===== config.mk =====
export PLATFORM = sky130hd
export DESIGN_NAME = seg7_scan_driver_flat
export DESIGN_NICKNAME = d
export VERILOG_FILES = /design/src/rtl/seg7_scan_driver_if.sv /design/src/rtl/seg7_scan_driver.sv /design/src/flat_wrapper.sv
export SDC_FILE = /design/constraint.sdc
export NUM_CORES = 1
export LEC_CHECK = 0
export ABC_CLOCK_PERIOD_IN_PS = 4400
export CORE_UTILIZATION = 40
export CTS_CLUSTER_SIZE = 40
export DETAILED_ROUTE_END_ITERATION = 8
export SETUP_SLACK_MARGIN = 0.15
export SYNTH_ARGS = -nofsm -noshare
export SYNTH_HDL_FRONTEND = slang
export SYNTH_SLANG_ARGS = --single-unit

===== constraint.sdc =====
create_clock -name CLK -period 4.4 [get_ports CLK]
set_input_delay 1.1 -clock CLK [delete_from_list [all_inputs] [get_ports CLK]]
set_output_delay 1.1 -clock CLK [all_outputs]
set_load 0.05 [all_outputs]

===== src/rtl/seg7_scan_driver_if.sv =====
// seg7_scan_driver_if: display value/controls in, multiplexed anode/cathode drive out
interface seg7_scan_driver_if;
    logic [15:0] DIN;
    logic [3:0]  DP;
    logic        BLANK_LZ;
    logic [3:0]  AN;
    logic [6:0]  SEG;
    logic        DP_N;
    modport master (output DIN, DP, BLANK_LZ, input AN, SEG, DP_N);
    modport slave  (input DIN, DP, BLANK_LZ, output AN, SEG, DP_N);
endinterface


===== src/rtl/seg7_scan_driver.sv =====
// seg7_scan_driver: time-multiplexed 4-digit seven-segment scanner with frame-level shadowing
module seg7_scan_driver #(
    parameter int REFRESH_DIV = 50000,
    parameter int GAP_CYC     = 500
) (
    input  logic              CLK,
    input  logic              RST,
    seg7_scan_driver_if.slave bus
);
    localparam int CW = $clog2(REFRESH_DIV);
    localparam logic [CW-1:0] LAST = CW'(REFRESH_DIV - 1);
    localparam logic [CW-1:0] GAP  = CW'(GAP_CYC);

    logic [CW-1:0] cnt;
    logic [1:0]    dig;
    logic [15:0]   sh_val, cur_val;
    logic [3:0]    sh_dp, cur_dp, blank, nib;
    logic          cap, lit;

    function automatic logic [6:0] hex7(input logic [3:0] h);
        case (h)
            4'h0: hex7 = 7'b1000000;
            4'h1: hex7 = 7'b1111001;
            4'h2: hex7 = 7'b0100100;
            4'h3: hex7 = 7'b0110000;
            4'h4: hex7 = 7'b0011001;
            4'h5: hex7 = 7'b0010010;
            4'h6: hex7 = 7'b0000010;
            4'h7: hex7 = 7'b1111000;
            4'h8: hex7 = 7'b0000000;
            4'h9: hex7 = 7'b0010000;
            4'hA: hex7 = 7'b0001000;
            4'hB: hex7 = 7'b0000011;
            4'hC: hex7 = 7'b1000110;
            4'hD: hex7 = 7'b0100001;
            4'hE: hex7 = 7'b0000110;
            default: hex7 = 7'b0001110;
        endcase
    endfunction

    // The capture edge decodes the value being captured, so a zero-gap slot 0 never shows stale data
    always_comb begin
        cap     = cnt == '0 && dig == 2'd0;
        cur_val = cap ? bus.DIN : sh_val;
        cur_dp  = cap ? bus.DP : sh_dp;
        blank   = {bus.BLANK_LZ && cur_val[15:12] == 4'h0,
                   bus.BLANK_LZ && cur_val[15:8] == 8'h00,
                   bus.BLANK_LZ && cur_val[15:4] == 12'h000,
                   1'b0};
        nib     = cur_val[{dig, 2'b00} +: 4];
        lit     = cnt >= GAP && !blank[dig];
    end

    // Slot counter, digit index and per-frame shadow of the display value
    always_ff @(posedge CLK) begin
        if (RST) begin
            cnt    <= '0;
            dig    <= 2'd0;
            sh_val <= 16'h0000;
            sh_dp  <= 4'h0;
        end else begin
            cnt    <= cnt == LAST ? '0 : cnt + 1'b1;
            dig    <= cnt == LAST ? dig + 2'd1 : dig;
            sh_val <= cur_val;
            sh_dp  <= cur_dp;
        end
    end

    // Registered active-low drive; dark during the gap and for blanked leading zeros
    always_ff @(posedge CLK) begin
        if (RST) begin
            bus.AN   <= 4'hF;
            bus.SEG  <= 7'h7F;
            bus.DP_N <= 1'b1;
        end else begin
            bus.AN   <= lit ? ~(4'b0001 << dig) : 4'hF;
            bus.SEG  <= lit ? hex7(nib) : 7'h7F;
            bus.DP_N <= ~(lit & cur_dp[dig]);
        end
    end
endmodule


===== src/flat_wrapper.sv =====
// flat-port wrapper written by rule: the top's interface ports become plain ports
module seg7_scan_driver_flat 
#(
    parameter int REFRESH_DIV = 50000,
    parameter int GAP_CYC     = 500
)
  (CLK, RST, bus_DIN, bus_DP, bus_BLANK_LZ, bus_AN, bus_SEG, bus_DP_N);
  seg7_scan_driver_if bus_i ();
  input  logic CLK;
  input  logic RST;
  input wire logic [$bits(bus_i.DIN)-1:0] bus_DIN;
  input wire logic [$bits(bus_i.DP)-1:0] bus_DP;
  input wire logic [$bits(bus_i.BLANK_LZ)-1:0] bus_BLANK_LZ;
  output wire logic [$bits(bus_i.AN)-1:0] bus_AN;
  output wire logic [$bits(bus_i.SEG)-1:0] bus_SEG;
  output wire logic [$bits(bus_i.DP_N)-1:0] bus_DP_N;
  assign bus_i.DIN = bus_DIN;
  assign bus_i.DP = bus_DP;
  assign bus_i.BLANK_LZ = bus_BLANK_LZ;
  assign bus_AN = bus_i.AN;
  assign bus_SEG = bus_i.SEG;
  assign bus_DP_N = bus_i.DP_N;
  seg7_scan_driver #(.REFRESH_DIV(REFRESH_DIV), .GAP_CYC(GAP_CYC)) u_core (.CLK(CLK), .RST(RST), .bus(bus_i));
endmodule

==> metrics, run 1 <==
critical-path cell list=clkinv_1, ha_1, nand4bb_1, nor4_4, nand2_1, mux2i_1, mux4_2, inv_1, ha_1, inv_1, mux2i_1, nor2_1, o21ai_0; Layout Nets=337; antenna violations before repair=0; Pleak=1.14 nW; critical path class=flip-flop to flip-flop; ranking of synthesized cells by area=dfxtp_1, nor2_1, mux2i_1; routability cong.=0.924; crit path capture type=flip-flop; crit path launch=u_core.dig[0]; DR WL/cell=13.8 um; max-cap viol count=0; most frequent cells in the layout=dfxtp_1, nor2_1, clkdlybuf4s50_1; Max rail drop VDD=0.182 mV; worst skew pair latency=0.30 ns; setup violation total in the final timing report=0; Vias per Instance=5.32; Async S/R FF share, synth=0%; r2r worst-path depth=13; number of flops mapped to enable cells by yosys=0; Die Y-Extent=79.9 um; Filler cells=570; register area share after synthesis=41.3%; fraction of layout cells with a size suffix above 1=7.92%; Largest stage delay, worst path=0.59 ns; post-route cell area=2950 um2; area taken by multi-input logic gates=1330 um2; prevailing post-synth register cell=dfxtp_1; vias in the first global route=1841; residual DRC count=0; startpoint types=flip-flop; Avg Synthesized Cell Area=9.08 um2; setup TNS=0 ns; H-tree levels=2; CTS clk-pin slew, worst paths=0.09 ns; Final WS setup=0.714 ns; Final Hold Violating Endpoints=0; Final period util=83.8%; status=finished, final reports clean; flop2flop setup slack=0.71 ns; Num CTS Buffers=5; Starting Density=42.7%; CTS tree=built; Storage cell area=1000 um2; Synth top area share=41.3%; post-synthesis cell count=267; setup bufs post-CTS=0; Critical path destination=u_core.bus.SEG[3]; Detailed Route WL=5.19 mm; Hold Buf Count CTS=0; gr usage total=18.0%; Layout area overhead=21.5%; crit-path max FO=12; total die area=6380 um2; PwrDens=332 nW/um2; first-pass GRT wire length=8.85 mm; CORE AREA=5680 um2; Tot Pwr=0.000977 W; n_diodes=0; commonest non-fill, non-tap cell in the layout=dfxtp_1; Worst Path Required=4.63 ns; count of cell types in the netlist=38; worst-margin pin slew=0.827 ns; IO Port Bufs=34; post-CTS sizing=0; clk_skew=0.00855 ns; global route overflow=0; area of placed instances=2840 um2; Reg2Reg Launch Point=u_core.dig[0]; # IOs=35; routed vias=1994; num rows=27; path type of the worst min-delay path=flip-flop to flip-flop; drt initial violations=132; crit path time final=3.69 ns; final hold slack=0.492 ns; CTS max path bufs=2; Detail Placement HPWL=3.85 mm; r2r endpoint=u_core.bus.SEG[3]; Max-slew headroom=44.4%; CTS sink cnt=50; DP Worst Slack=0.709 ns; arrival time worst endpoint=3.92 ns; Crit-path slowest cell=mux4_2; first drt pass iteration count=4; mapped cell area=2420 um2; post-synth top area cell=dfxtp_1; RSZ-0062 raised after global routing=false; Seq cells post-synth=50; synthesized net count=302; Die Wd=79.9 um; fin. max-slew vios=0; Peak Freq=271 MHz; pin count of the biggest net entering global routing=26; ANT nets after route=0; Warnings, synthesis=0; CTS Root Cell=clkbuf_8
==> worst min-delay path by stage <==
| stage | from | endpoint | slack [ns] | cells after the start |
|---|---|---|---|---|
| after floorplan | u_core.cnt[0] | u_core.cnt[0] | 0.44 | 1 |
| after detailed placement | u_core.cnt[0] | u_core.cnt[0] | 0.48 | 1 |
| final | u_core.cnt[0] | u_core.cnt[0] | 0.49 | 1 |
| after CTS | u_core.cnt[0] | u_core.cnt[0] | 0.50 | 1 |
| after global placement | u_core.cnt[0] | u_core.cnt[0] | 0.47 | 1 |
| after global routing | u_core.sh_val[0] | u_core.sh_val[0] | 0.53 | 2 |
==> worst max-delay path: cells and delay by family, from the launching register on <==
family / cells / cell delay (ns)
AND/OR/NAND/NOR: 4 / 1.24
AO/OA/AOI/OAI: 1 / 0.16
flip-flops: 1 / 0.38
multiplexers: 3 / 0.99
adder cells (fa/ha/maj): 2 / 0.43
buffers and inverters: 3 / 0.41
==> state kept, by name, indices dropped and copies added, names as in the netlist <==
signal,count
u_core.sh_val,16
u_core.bus.SEG,7
u_core.sh_dp,4
u_core.bus.AN,4
u_core.dig,2
u_core.cnt,16
u_core.bus.DP_N,1
==> cell type report <==
type	count	area share [%]
repair buffers	37	12.3
flip-flops and latches	50	34.0
multi-input cells	194	45.1
inverters	14	1.78
clock buffers	8	3.74
well taps	72	3.06
==> through the flow <==
| step | instances | utilization (%) |
|---|---|---|
| 2_1_floorplan | 267 | - |
| 3_3_place_gp | 367 | 50.0 |
| 3_5_place_dp | 367 | 50.0 |
| 4_1_cts | 375 | 51.9 |
| 5_1_grt | 375 | 51.9 |
| 6_report | 375 | 51.9 |
==> cell usage after synthesis, drive strengths merged, types with 6 or more instances <==
library cell / number
a211oi: 10
a21boi: 8
a21oi: 13
clkbuf: 7
dfxtp: 50
ha: 12
inv: 12
mux2i: 16
nand2: 19
nand3: 8
nor2: 45
nor3: 6
nor4: 9
xnor2: 6
xor2: 7
==> power breakdown <==
part / internal (W) / switching (W)
Sequential: 0.000472 / 0.00000961
Clock: 0.000159 / 0.000149
Combinational: 0.0000880 / 0.0000999
==> kinds of logic (layout without fill, tap and decap cells) <==
logic type	Yosys count	in the layout	synth area share, %
and+or+nand+nor	107	107	22.5
DFF	50	50	41.3
AOI/OAI and AO/OA	43	43	12.0
buffers and inverters	23	59	3.92
muxes	19	19	9.39
xor gates and xnor gates	13	13	4.70
adders and majority gates	12	12	6.19
==> metal layers <==
metal | wire length [um] | share of wire (%) | track usage [%]
met1 | 2630 | 51 | 25.3
met5 | 0 | 0 | 0
met4 | 96 | 1.8 | 6.25
met2 | 2290 | 44 | 27.0
met3 | 173 | 3.3 | 4.00
No activity file was read; power rests on OpenSTA's default activity.
==> inputs of run 2 (changes only) <==
- ABC_CLOCK_PERIOD_IN_PS: 4400 -> 3700
- clock period: 4.4 -> 3.7 ns (I/O delays scaled with it)
==> run 2 against run 1 <==
  * Total power grew 13%
  * Utilization is essentially flat
  * Worst setup slack lost 0.21 ns
  * Routed wire length shrank 3.2%
  * Via count shrank 1.7%
  * Critical path type unchanged
==> metrics, run 2 (synthesis results as in run 1) <==
Tot Pwr=0.00111 W (+13%); total die area=6380 um2 (unchanged); Pleak=1.14 nW (+0.33%); routed vias=1961 (-1.7%); Layout Nets=341 (+1.2%); Final Hold Violating Endpoints=0 (unchanged); Max-slew headroom=60.6% (+16 points); Worst Path Required=3.88 ns (-0.75 ns); CTS clk-pin slew, worst paths=0.08 ns (about the same); CORE AREA=5680 um2 (unchanged); fraction of layout cells with a size suffix above 1=8.52% (+0.60 points); Detailed Route WL=5.03 mm (-3.2%); biggest regs=u_core.cnt (16), u_core.sh_val (16), u_core.bus.SEG (7); num rows=27 (unchanged); setup violation total in the final timing report=0 (unchanged); commonest non-fill, non-tap cell in the layout=dfxtp_1; vias in the first global route=1726 (-6.2%); drt initial violations=83 (-37%); Die Y-Extent=79.9 um (unchanged); Die Wd=79.9 um (unchanged); IO Port Bufs=34 (unchanged); hold path cells=1 (unchanged); first drt pass iteration count=4 (unchanged); residual DRC count=0 (unchanged); crit path capture type=flip-flop; Reg2Reg Launch Point=u_core.cnt[13]; antenna violations before repair=0 (unchanged); CTS max path bufs=2 (unchanged); fin. max-slew vios=0 (unchanged); Hold EP=u_core.cnt[0]; Layout area overhead=21.6% (about the same); H-tree levels=2 (unchanged); ANT nets after route=0 (unchanged); gr usage total=17.2% (-0.78 points); RSZ-0062 raised after global routing=false; CTS Root Cell=clkbuf_8; routability cong.=0.853 (-7.6%); max-cap viol count=0 (unchanged); startpoint types=flip-flop; crit path launch=u_core.cnt[13]; clk_skew=0.00690 ns (-0.00165 ns); worst skew pair latency=0.30 ns (about the same); global route overflow=0 (unchanged); flop2flop setup slack=0.50 ns (-0.21 ns); CTS sink cnt=50 (unchanged); status=finished, final reports clean; r2r worst-path depth=11 (-2); critical path class=flip-flop to flip-flop; Detail Placement HPWL=3.77 mm (-1.9%); Hold Buf Count CTS=0 (unchanged); setup TNS=0 ns (unchanged); CTS tree=built; PwrDens=376 nW/um2 (+13%); crit path time final=3.20 ns (-0.487 ns); pin count of the biggest net entering global routing=26 (unchanged); hold path start=u_core.cnt[0]; Filler cells=546 (-4.2%); path type of the worst min-delay path=flip-flop to flip-flop; n_diodes=0 (unchanged); worst-margin pin slew=0.586 ns (-0.240 ns); Peak Freq=313 MHz (+15%); crit-path max FO=12 (unchanged); arrival time worst endpoint=3.38 ns (-0.54 ns); Final period util=86.5% (+2.7 points); first-pass GRT wire length=8.33 mm (-5.9%); post-CTS sizing=0 (unchanged); DR WL/cell=13.3 um (-3.7%); # IOs=35 (unchanged); r2r endpoint=u_core.bus.SEG[2]; Num CTS Buffers=5 (unchanged); most frequent cells in the layout=dfxtp_1, nor2_1, clkdlybuf4s50_1; setup bufs post-CTS=0 (unchanged); Vias per Instance=5.20 (-2.2%); Starting Density=42.7% (unchanged); Max rail drop VDD=0.170 mV (-6.3%)
-- run 2: cell count changes in the layout (fill, tap and decap cells not counted), sizes merged --
cell,before,now
buf,3,7
clkbuf,8,6
-- run 2: stage by stage --
| stage | util (%) | setup slack [ns] | cell area (um2) | instances | hold slack, ns |
|---|---|---|---|---|---|
| 5_1_grt | 51.9 | 0.183 | 2950 | 377 | 0.528 |
| 3_3_place_gp | 50.5 | 0.575 | 2870 | 371 | 0.464 |
| 4_1_cts | 51.9 | 0.535 | 2950 | 377 | 0.491 |
| 2_1_floorplan | - | 0.665 | 2420 | 267 | 0.442 |
| 6_report | 51.9 | 0.501 | 2950 | 377 | 0.480 |
| 3_5_place_dp | 50.5 | 0.545 | 2870 | 371 | 0.471 |
-- run 2: power breakdown --
| group | switching (W) | internal [W] |
|---|---|---|
| clock network | 0.000165 | 0.000144 |
| logic | 0.000118 | 0.000109 |
| registers | 0.0000114 | 0.000561 |
| total | 0.000294 | 0.000814 |
-- run 2: worst max path at each step --
stage	endpoint	slack, ns	cells past startpoint
2_1_floorplan	u_core.bus.SEG[3]	0.67	12
3_3_place_gp	u_core.bus.SEG[3]	0.58	12
3_5_place_dp	u_core.bus.SEG[3]	0.55	12
4_1_cts	u_core.bus.SEG[3]	0.53	14
5_1_grt	u_core.bus.SEG[3]	0.18	14
6_report	u_core.bus.SEG[2]	0.50	11
-- run 2: metal layers --
layer | wire, um | global-route usage (%) | share of wire [%]
met1 | 2600 | 24.4 | 52
met2 | 2170 | 25.6 | 43
met3 | 195 | 3.77 | 3.9
met4 | 59 | 5.89 | 1.2
met5 | 0 | 0 | 0
-- run 2: final cells by class --
| type | instances | area [um2] | share of cell area [%] |
|---|---|---|---|
| Clock buffer | 6 | 82.6 | 2.80 |
| Tap cell | 72 | 90.1 | 3.06 |
| Multi-Input combinational cell | 194 | 1330 | 45.1 |
| Sequential cell | 50 | 1000 | 34.0 |
| Timing Repair Buffer | 41 | 393 | 13.3 |
| Inverter | 14 | 52.6 | 1.78 |
-- run 2: worst max-delay path, stage by stage, from the launching register on --
cell and delay, ns:
dfxtp_1 0.36, or4_4 0.55, nor4_4 0.39, nand2_1 0.11
buf_4 0.22, mux2i_1 0.15, mux4_2 0.57, inv_1 0.14
ha_1 0.23, inv_1 0.09, a22oi_1 0.18, nand2_1 0.09
